--- src/rtl/pp_reducer_pkg.sv ---
// Shared helpers for the pipelined partial-product reducer.
// Provides level/vector-count arithmetic, the operand-count sanity check,
// and the default sideband tag type.
package pp_reducer_pkg;

  localparam int TAG_W_DEF = 4;

  typedef logic [TAG_W_DEF-1:0] tag_t;

  // Number of 4:2 compression levels needed to bring n_ops vectors down to 2.
  function automatic int levels(input int n_ops);
    return $clog2(n_ops) - 1;
  endfunction

  // Vectors held in the register stage after compression level k.
  function automatic int vectors_at_level(input int n_ops, input int k);
    return n_ops >> (k + 1);
  endfunction

  // Operand count must be a power of two and at least 4.
  function automatic bit n_ops_ok(input int n_ops);
    return (n_ops >= 4) && ((n_ops & (n_ops - 1)) == 0);
  endfunction

endpackage

--- src/rtl/pipelined_pp_reducer_compressor_42_row.sv ---
// Combinational row of 4:2 compressors, one slice per bit.
// Ports: x0..x3 input vectors; s sum vector; c carry vector already
// weighted (shifted left by one, bit 0 = 0). Result is mod 2^WIDTH.
module compressor_42_row #(
  parameter int WIDTH = 32
) (
  input  logic [WIDTH-1:0] x0,
  input  logic [WIDTH-1:0] x1,
  input  logic [WIDTH-1:0] x2,
  input  logic [WIDTH-1:0] x3,
  output logic [WIDTH-1:0] s,
  output logic [WIDTH-1:0] c
);

  logic [WIDTH-1:0] s1;
  logic [WIDTH-1:0] cin;
  logic [WIDTH-2:0] cout;
  logic [WIDTH-2:0] c_low;

  // First full adder. Its carry out of the top bit would land at weight
  // 2^WIDTH, so only the lower WIDTH-1 carries are formed.
  assign s1   = x0 ^ x1 ^ x2;
  assign cout = (x0[WIDTH-2:0] & x1[WIDTH-2:0]) |
                (x0[WIDTH-2:0] & x2[WIDTH-2:0]) |
                (x1[WIDTH-2:0] & x2[WIDTH-2:0]);

  // Lateral carry: bit i receives cout of bit i-1; bit 0 receives 0.
  assign cin = {cout, 1'b0};

  // Second full adder: x3 + s1 + cin. Top-bit carry is dropped (mod 2^WIDTH).
  assign s     = x3 ^ s1 ^ cin;
  assign c_low = (x3[WIDTH-2:0] & s1[WIDTH-2:0]) |
                 (x3[WIDTH-2:0] & cin[WIDTH-2:0]) |
                 (s1[WIDTH-2:0] & cin[WIDTH-2:0]);
  assign c     = {c_low, 1'b0};

endmodule

--- src/rtl/pipelined_pp_reducer.sv ---
// Pipelined reduction of N_OPS operands to a sum/carry pair through
// log2(N_OPS)-1 levels of registered 4:2 compressor rows, with an optional
// registered carry-propagate add. Tag travels with each set.
// Ports: clk/rst (async, active high); flush_i clears all stage valids;
// in_valid_i/in_ready_o/in_ops_i/in_tag_i upstream handshake;
// out_valid_o/out_ready_i/sum_o/carry_o/result_o/tag_o downstream;
// busy_o high while any stage holds a valid set.
module pipelined_pp_reducer
  import pp_reducer_pkg::*;
#(
  parameter int WIDTH     = 32,
  parameter int N_OPS     = 16,
  parameter int FINAL_ADD = 1,
  parameter int TAG_W     = 4
) (
  input  logic                   clk,
  input  logic                   rst,
  input  logic                   flush_i,
  input  logic                   in_valid_i,
  output logic                   in_ready_o,
  input  logic [N_OPS*WIDTH-1:0] in_ops_i,
  input  logic [TAG_W-1:0]       in_tag_i,
  output logic                   out_valid_o,
  input  logic                   out_ready_i,
  output logic [WIDTH-1:0]       sum_o,
  output logic [WIDTH-1:0]       carry_o,
  output logic [WIDTH-1:0]       result_o,
  output logic [TAG_W-1:0]       tag_o,
  output logic                   busy_o
);

  localparam int LEVELS = levels(N_OPS);
  localparam int S      = LEVELS + ((FINAL_ADD != 0) ? 1 : 0);

  if (!n_ops_ok(N_OPS)) begin : g_bad_n_ops
    $error("pipelined_pp_reducer: N_OPS must be a power of 2 and >= 4");
  end

  logic [S:0]   rdy;
  logic [S-1:0] vld;

  // A stage can take new data when it is empty or its content moves on
  // this cycle; this ripples combinationally from the output back.
  always_comb begin
    rdy    = '0;
    rdy[S] = out_ready_i;
    for (int k = S - 1; k >= 0; k--) begin
      rdy[k] = !vld[k] || rdy[k+1];
    end
  end

  assign in_ready_o  = rdy[0] && !flush_i;
  assign out_valid_o = vld[S-1];
  assign busy_o      = |vld;

  for (genvar k = 0; k < LEVELS; k++) begin : g_lvl
    localparam int NV = vectors_at_level(N_OPS, k);

    logic [2*NV*WIDTH-1:0] src;
    logic [TAG_W-1:0]      src_tag;
    logic                  src_vld;
    logic [NV*WIDTH-1:0]   dat_d;
    logic [NV*WIDTH-1:0]   dat_q;
    logic [TAG_W-1:0]      tag_q;
    logic                  v_q;

    if (k == 0) begin : g_src_in
      assign src     = in_ops_i;
      assign src_tag = in_tag_i;
      assign src_vld = in_valid_i;
    end else begin : g_src_prev
      assign src     = g_lvl[k-1].dat_q;
      assign src_tag = g_lvl[k-1].tag_q;
      assign src_vld = g_lvl[k-1].v_q;
    end

    // Group g compresses vectors 4g..4g+3 into slots 2g (sum) and 2g+1 (carry).
    for (genvar g = 0; g < NV / 2; g++) begin : g_grp
      compressor_42_row #(
        .WIDTH(WIDTH)
      ) u_row (
        .x0(src[(4*g+0)*WIDTH +: WIDTH]),
        .x1(src[(4*g+1)*WIDTH +: WIDTH]),
        .x2(src[(4*g+2)*WIDTH +: WIDTH]),
        .x3(src[(4*g+3)*WIDTH +: WIDTH]),
        .s (dat_d[(2*g+0)*WIDTH +: WIDTH]),
        .c (dat_d[(2*g+1)*WIDTH +: WIDTH])
      );
    end

    // Data loads on every ready cycle even behind a bubble; only the valid
    // bit decides whether that content means anything.
    always_ff @(posedge clk or posedge rst) begin
      if (rst) begin
        v_q   <= 1'b0;
        dat_q <= '0;
        tag_q <= '0;
      end else begin
        if (flush_i) begin
          v_q <= 1'b0;
        end else if (rdy[k]) begin
          v_q <= src_vld;
        end
        if (rdy[k]) begin
          dat_q <= dat_d;
          tag_q <= src_tag;
        end
      end
    end

    assign vld[k] = v_q;
  end

  logic [WIDTH-1:0] red_sum;
  logic [WIDTH-1:0] red_carry;
  logic [TAG_W-1:0] red_tag;
  logic             red_vld;

  assign red_sum   = g_lvl[LEVELS-1].dat_q[0 +: WIDTH];
  assign red_carry = g_lvl[LEVELS-1].dat_q[WIDTH +: WIDTH];
  assign red_tag   = g_lvl[LEVELS-1].tag_q;
  assign red_vld   = g_lvl[LEVELS-1].v_q;

  if (FINAL_ADD != 0) begin : g_fin
    logic             v_q;
    logic [WIDTH-1:0] sum_q;
    logic [WIDTH-1:0] carry_q;
    logic [WIDTH-1:0] res_q;
    logic [TAG_W-1:0] tag_q;

    // Redundant pair is kept alongside the resolved sum so all outputs
    // describe the same set.
    always_ff @(posedge clk or posedge rst) begin
      if (rst) begin
        v_q     <= 1'b0;
        sum_q   <= '0;
        carry_q <= '0;
        res_q   <= '0;
        tag_q   <= '0;
      end else begin
        if (flush_i) begin
          v_q <= 1'b0;
        end else if (rdy[LEVELS]) begin
          v_q <= red_vld;
        end
        if (rdy[LEVELS]) begin
          sum_q   <= red_sum;
          carry_q <= red_carry;
          res_q   <= red_sum + red_carry;
          tag_q   <= red_tag;
        end
      end
    end

    assign vld[LEVELS] = v_q;
    assign sum_o       = sum_q;
    assign carry_o     = carry_q;
    assign result_o    = res_q;
    assign tag_o       = tag_q;
  end else begin : g_no_fin
    assign sum_o    = red_sum;
    assign carry_o  = red_carry;
    assign result_o = '0;
    assign tag_o    = red_tag;
  end

endmodule

--- config.mk ---
export PLATFORM = sky130hd
export DESIGN_NAME = pipelined_pp_reducer
export DESIGN_NICKNAME = d
export VERILOG_FILES = /design/src/rtl/pp_reducer_pkg.sv /design/src/rtl/pipelined_pp_reducer_compressor_42_row.sv /design/src/rtl/pipelined_pp_reducer.sv
export SDC_FILE = /design/constraint.sdc
export NUM_CORES = 2
export LEC_CHECK = 0
export CELL_PAD_IN_SITES_DETAIL_PLACEMENT = 1
export CELL_PAD_IN_SITES_GLOBAL_PLACEMENT = 1
export CORE_UTILIZATION = 35
export DETAILED_ROUTE_END_ITERATION = 10
export GPL_TIMING_DRIVEN = 1
export PLACE_DENSITY = 0.71
export SLEW_MARGIN = 15
export SYNTH_ARGS = -nofsm -noshare
export SYNTH_HDL_FRONTEND = slang
export SYNTH_HIERARCHICAL = 1
export SYNTH_SLANG_ARGS = --single-unit
--- constraint.sdc ---
create_clock -name clk -period 60.4 [get_ports clk]
set_input_delay 15.1 -clock clk [delete_from_list [all_inputs] [get_ports clk]]
set_output_delay 15.1 -clock clk [all_outputs]
set_load 0.1 [all_outputs]
==> key figures <==
Finish
  • Share of cells above drive strength 1: 21.84%
  • Area delta synth->final: 30.65%
  • Final instance area: 0.04111 sq mm
  • Filler Cell Count: 8824
  • Final nets: 3692

Timing
  • Max-slew violations: 0
  • # setup viols final: 0
  • Actual slew at the worst max-slew pin: 1.173 ns
  • Min cycle time layout: 33.19 ns
  • Final TNS setup: 0 ns
  • RSZ-0062 raised after global routing: false
  • Layout Skew: 0.01954 ns
  • Slew headroom: 21.83%
  • Period utilization: 54.95%
  • Final hold vios: 0
  • FMAX: 30.13 MHz

Hold path
  • Hold Path Stages: 2
  • Hold_sp: carry_o[17]$_DFFE_PP0P_
  • Min-Delay Endpoint: carry_o[17]$_DFFE_PP0P_
  • Min-Delay Path Class: flop to flop

Critical path
  • FF-to-FF path depth: 7
  • Crit path kind: input pin to primary output
  • Req. time, crit path: 45.30 ns
  • Worst Setup SP: out_ready_i
  • Crit Reg-Reg Startpoint: out_valid_o$_DFFE_PP0P_
  • CP max FO: 69
  • Critical path launch point type: input pin
  • Reg-to-reg endpoint: g_lvl[0].dat_q[232]$_DFFE_PP0P_
  • Crit end category: primary output
  • Worst EP arrival: 18.09 ns
  • Reg2Reg Setup Slack: 55.51 ns

Flow run
  • Max Cap Viol: 0

Power and ir drop
  • Pwr Total: 2.237 mW
  • Power per standard cell area: 54.41 mW/mm^2
  • Lkg Pwr: 16.84 nW
  • Worst vdd ir: 0.03424 mV

Synthesis
  • Top post-synthesis cells by area: dfrtp_1, fa_1, mux2_2, nand2_1, ha_1
  • Yosys reg bits: 564
  • Post-synthesis cell type count: 59
  • Seq/Total Area, Yosys: 44.86%
  • Synthesized net count: 3071
  • Cell count after synthesis: 2084
  • Post-synth EDFFs: 0
  • Yosys top cell area share: 44.86%
  • Most frequent cells after synthesis: dfrtp_1, mux2_2, fa_1
  • Async set-or-reset flop fraction in the synthesized netlist: 100.0%
  • Yosys top cell by area: dfrtp_1
  • Mapped Area: 0.03146 sq mm
  • Count leader, synth: dfrtp_1
  • Avg Cell Area, Syn: 15.10 sq um
  • Main synth FF type: dfrtp_1
  • Ys Warns: 6

Global route
  • Initial antenna violation count: 8
  • Vias in the first global route: 22860
  • GRT Overall Usage: 20.28%
  • Pin count of the biggest net entering global routing: 176
  • First-pass GRT wire length: 138000 microns
  • Total gr overflow: 0

Drt
  • Antenna viol nets, final: 0
  • First-pass DRT Iterations: 10
  • Vias/cell: 4.815
  • DRC Markers: 44
  • Vias: 18890
  • Final WL: 90170 microns
  • Drt wl/cell: 22.98 microns
  • Violation count after the first detailed-route iteration: 865

Placed design
  • GP Congestion: 0.9025
  • Dpl hpwl: 72890 microns
  • PortBufs: 623
  • DP Area: 0.03892 sq mm

Die
  • Die X: 301.8 microns
  • Core ar.: 0.08865 sq mm
  • Initial Util: 35.49%
  • Die area: 0.09110 sq mm
  • Die height: 301.8 microns
  • # IOs: 624
  • Num rows: 109

Outcome
  • Failing checks: design-rule violations
  • Status: finished with violations

Clocking
  • H-tree depth: 3
  • Post-CTS Setup Inserts: 0
  • Clock Path Buffers: 3
  • Worst-path clk slew: 0.05 ns
  • CTS tree: done
  • CTS Hold Bufs: 0
  • Root buf cell: clkbuf_16
  • Clock Latency Late Sink: 0.59 ns
  • Clk sinks: 564
  • TritonCTS Buffers: 68
  • Post-cts repair resize count: 0
cell type report:
cell class                      count  area [sq um]  share of cell area, %
Timing Repair Buffer              636          6346                  15.44
Sequential cell                   564         14110                  34.33
Inverter                            2         15.01                0.03653
Clock inverter                     27         236.5                 0.5753
Clock buffer                       90          1937                  4.712
Tap cell                         1165          1458                  3.546
Multi-Input combinational cell   1433         16980                  41.32
Antenna cell                        7         17.52                0.04261
worst max-delay path by stage:
| stage | endpoint | slack, ns | cells after the start |
|---|---|---|---|
| 5_1_grt | in_ready_o | 27.00 | 6 |
| 3_5_place_dp | in_ready_o | 27.14 | 6 |
| 6_report | in_ready_o | 27.21 | 6 |
| 3_3_place_gp | in_ready_o | 27.14 | 6 |
| 4_1_cts | in_ready_o | 27.11 | 6 |
| 2_1_floorplan | in_ready_o | 28.07 | 6 |
where the power goes:
group          internal (mW)  switching, mW
clock                  0.235          0.163
combinational          0.491          0.696
sequential             0.527          0.124
critical path, stage by stage:
cell	delay, ns
clkdlybuf4s50_1	0.48
and2b_4	0.22
nand2_4	0.69
nor2_4	0.27
nor2_1	0.16
clkdlybuf4s50_1	1.15
metal layers:
layer	share of wire [%]	track usage, %	up-vias
met5	0	0	-
met4	2.5	6.313	0
met3	4.3	3.146	105
met2	51	34.37	478
met1	42	26.76	10050
li1	-	-	8265
stage by stage:
| stage | utilization [%] | cells | setup WS, ns | hold slack [ns] |
|---|---|---|---|---|
| 3_5_place_dp | 43.90 | 3800 | 27.14 | 0.4641 |
| 6_report | 46.37 | 3924 | 27.21 | 0.4712 |
| 2_1_floorplan | - | 2084 | 28.07 | 0.4424 |
| 4_1_cts | 46.35 | 3917 | 27.11 | 0.4761 |
| 3_3_place_gp | 43.90 | 3800 | 27.14 | 0.4527 |
| 5_1_grt | 46.36 | 3921 | 27.00 | 0.4904 |
flip-flops by register name (all words and copies together), names as in the netlist:
| name | cells |
|---|---|
| g_lvl.v_q | 3 |
| tag_o | 4 |
| sum_o | 32 |
| g_lvl.dat_q | 448 |
| g_lvl.tag_q | 12 |
| carry_o | 32 |
| out_valid_o | 1 |
| result_o | 32 |
logic make-up after synthesis:
kind of cell	after synthesis	synth area share [%]
flip-flops	564	44.86
other	7	0.08352
multiplexers	461	16.50
adder cells (fa/ha/maj)	466	28.74
buffers and inverters	87	1.281
AO/OA/AOI/OAI	129	2.800
AND/OR/NAND/NOR	324	4.156
XOR/XNOR	46	1.587
placed cells by master, fill, tap and decap left out, types with 5 or more instances in the layout:
cell	Yosys	routed
clkinv_2	0	12
diode_2	0	7
nor3_1	5	5
mux2_2	460	460
a21o_1	21	21
xor2_1	22	22
a31oi_1	8	8
conb_1	7	7
a21oi_1	46	46
ha_1	38	38
clkbuf_8	2	11
xnor3_1	7	7
buf_4	7	12
xnor2_1	17	17
nand2_1	249	248
o21ai_0	18	18
nand3_1	7	6
clkdlybuf4s50_1	0	623
inv_6	0	8
fa_1	428	428
dfrtp_1	564	564
clkbuf_1	49	9
nor2_1	39	38
clkbuf_16	0	70
(Power assumes the default switching activity.)
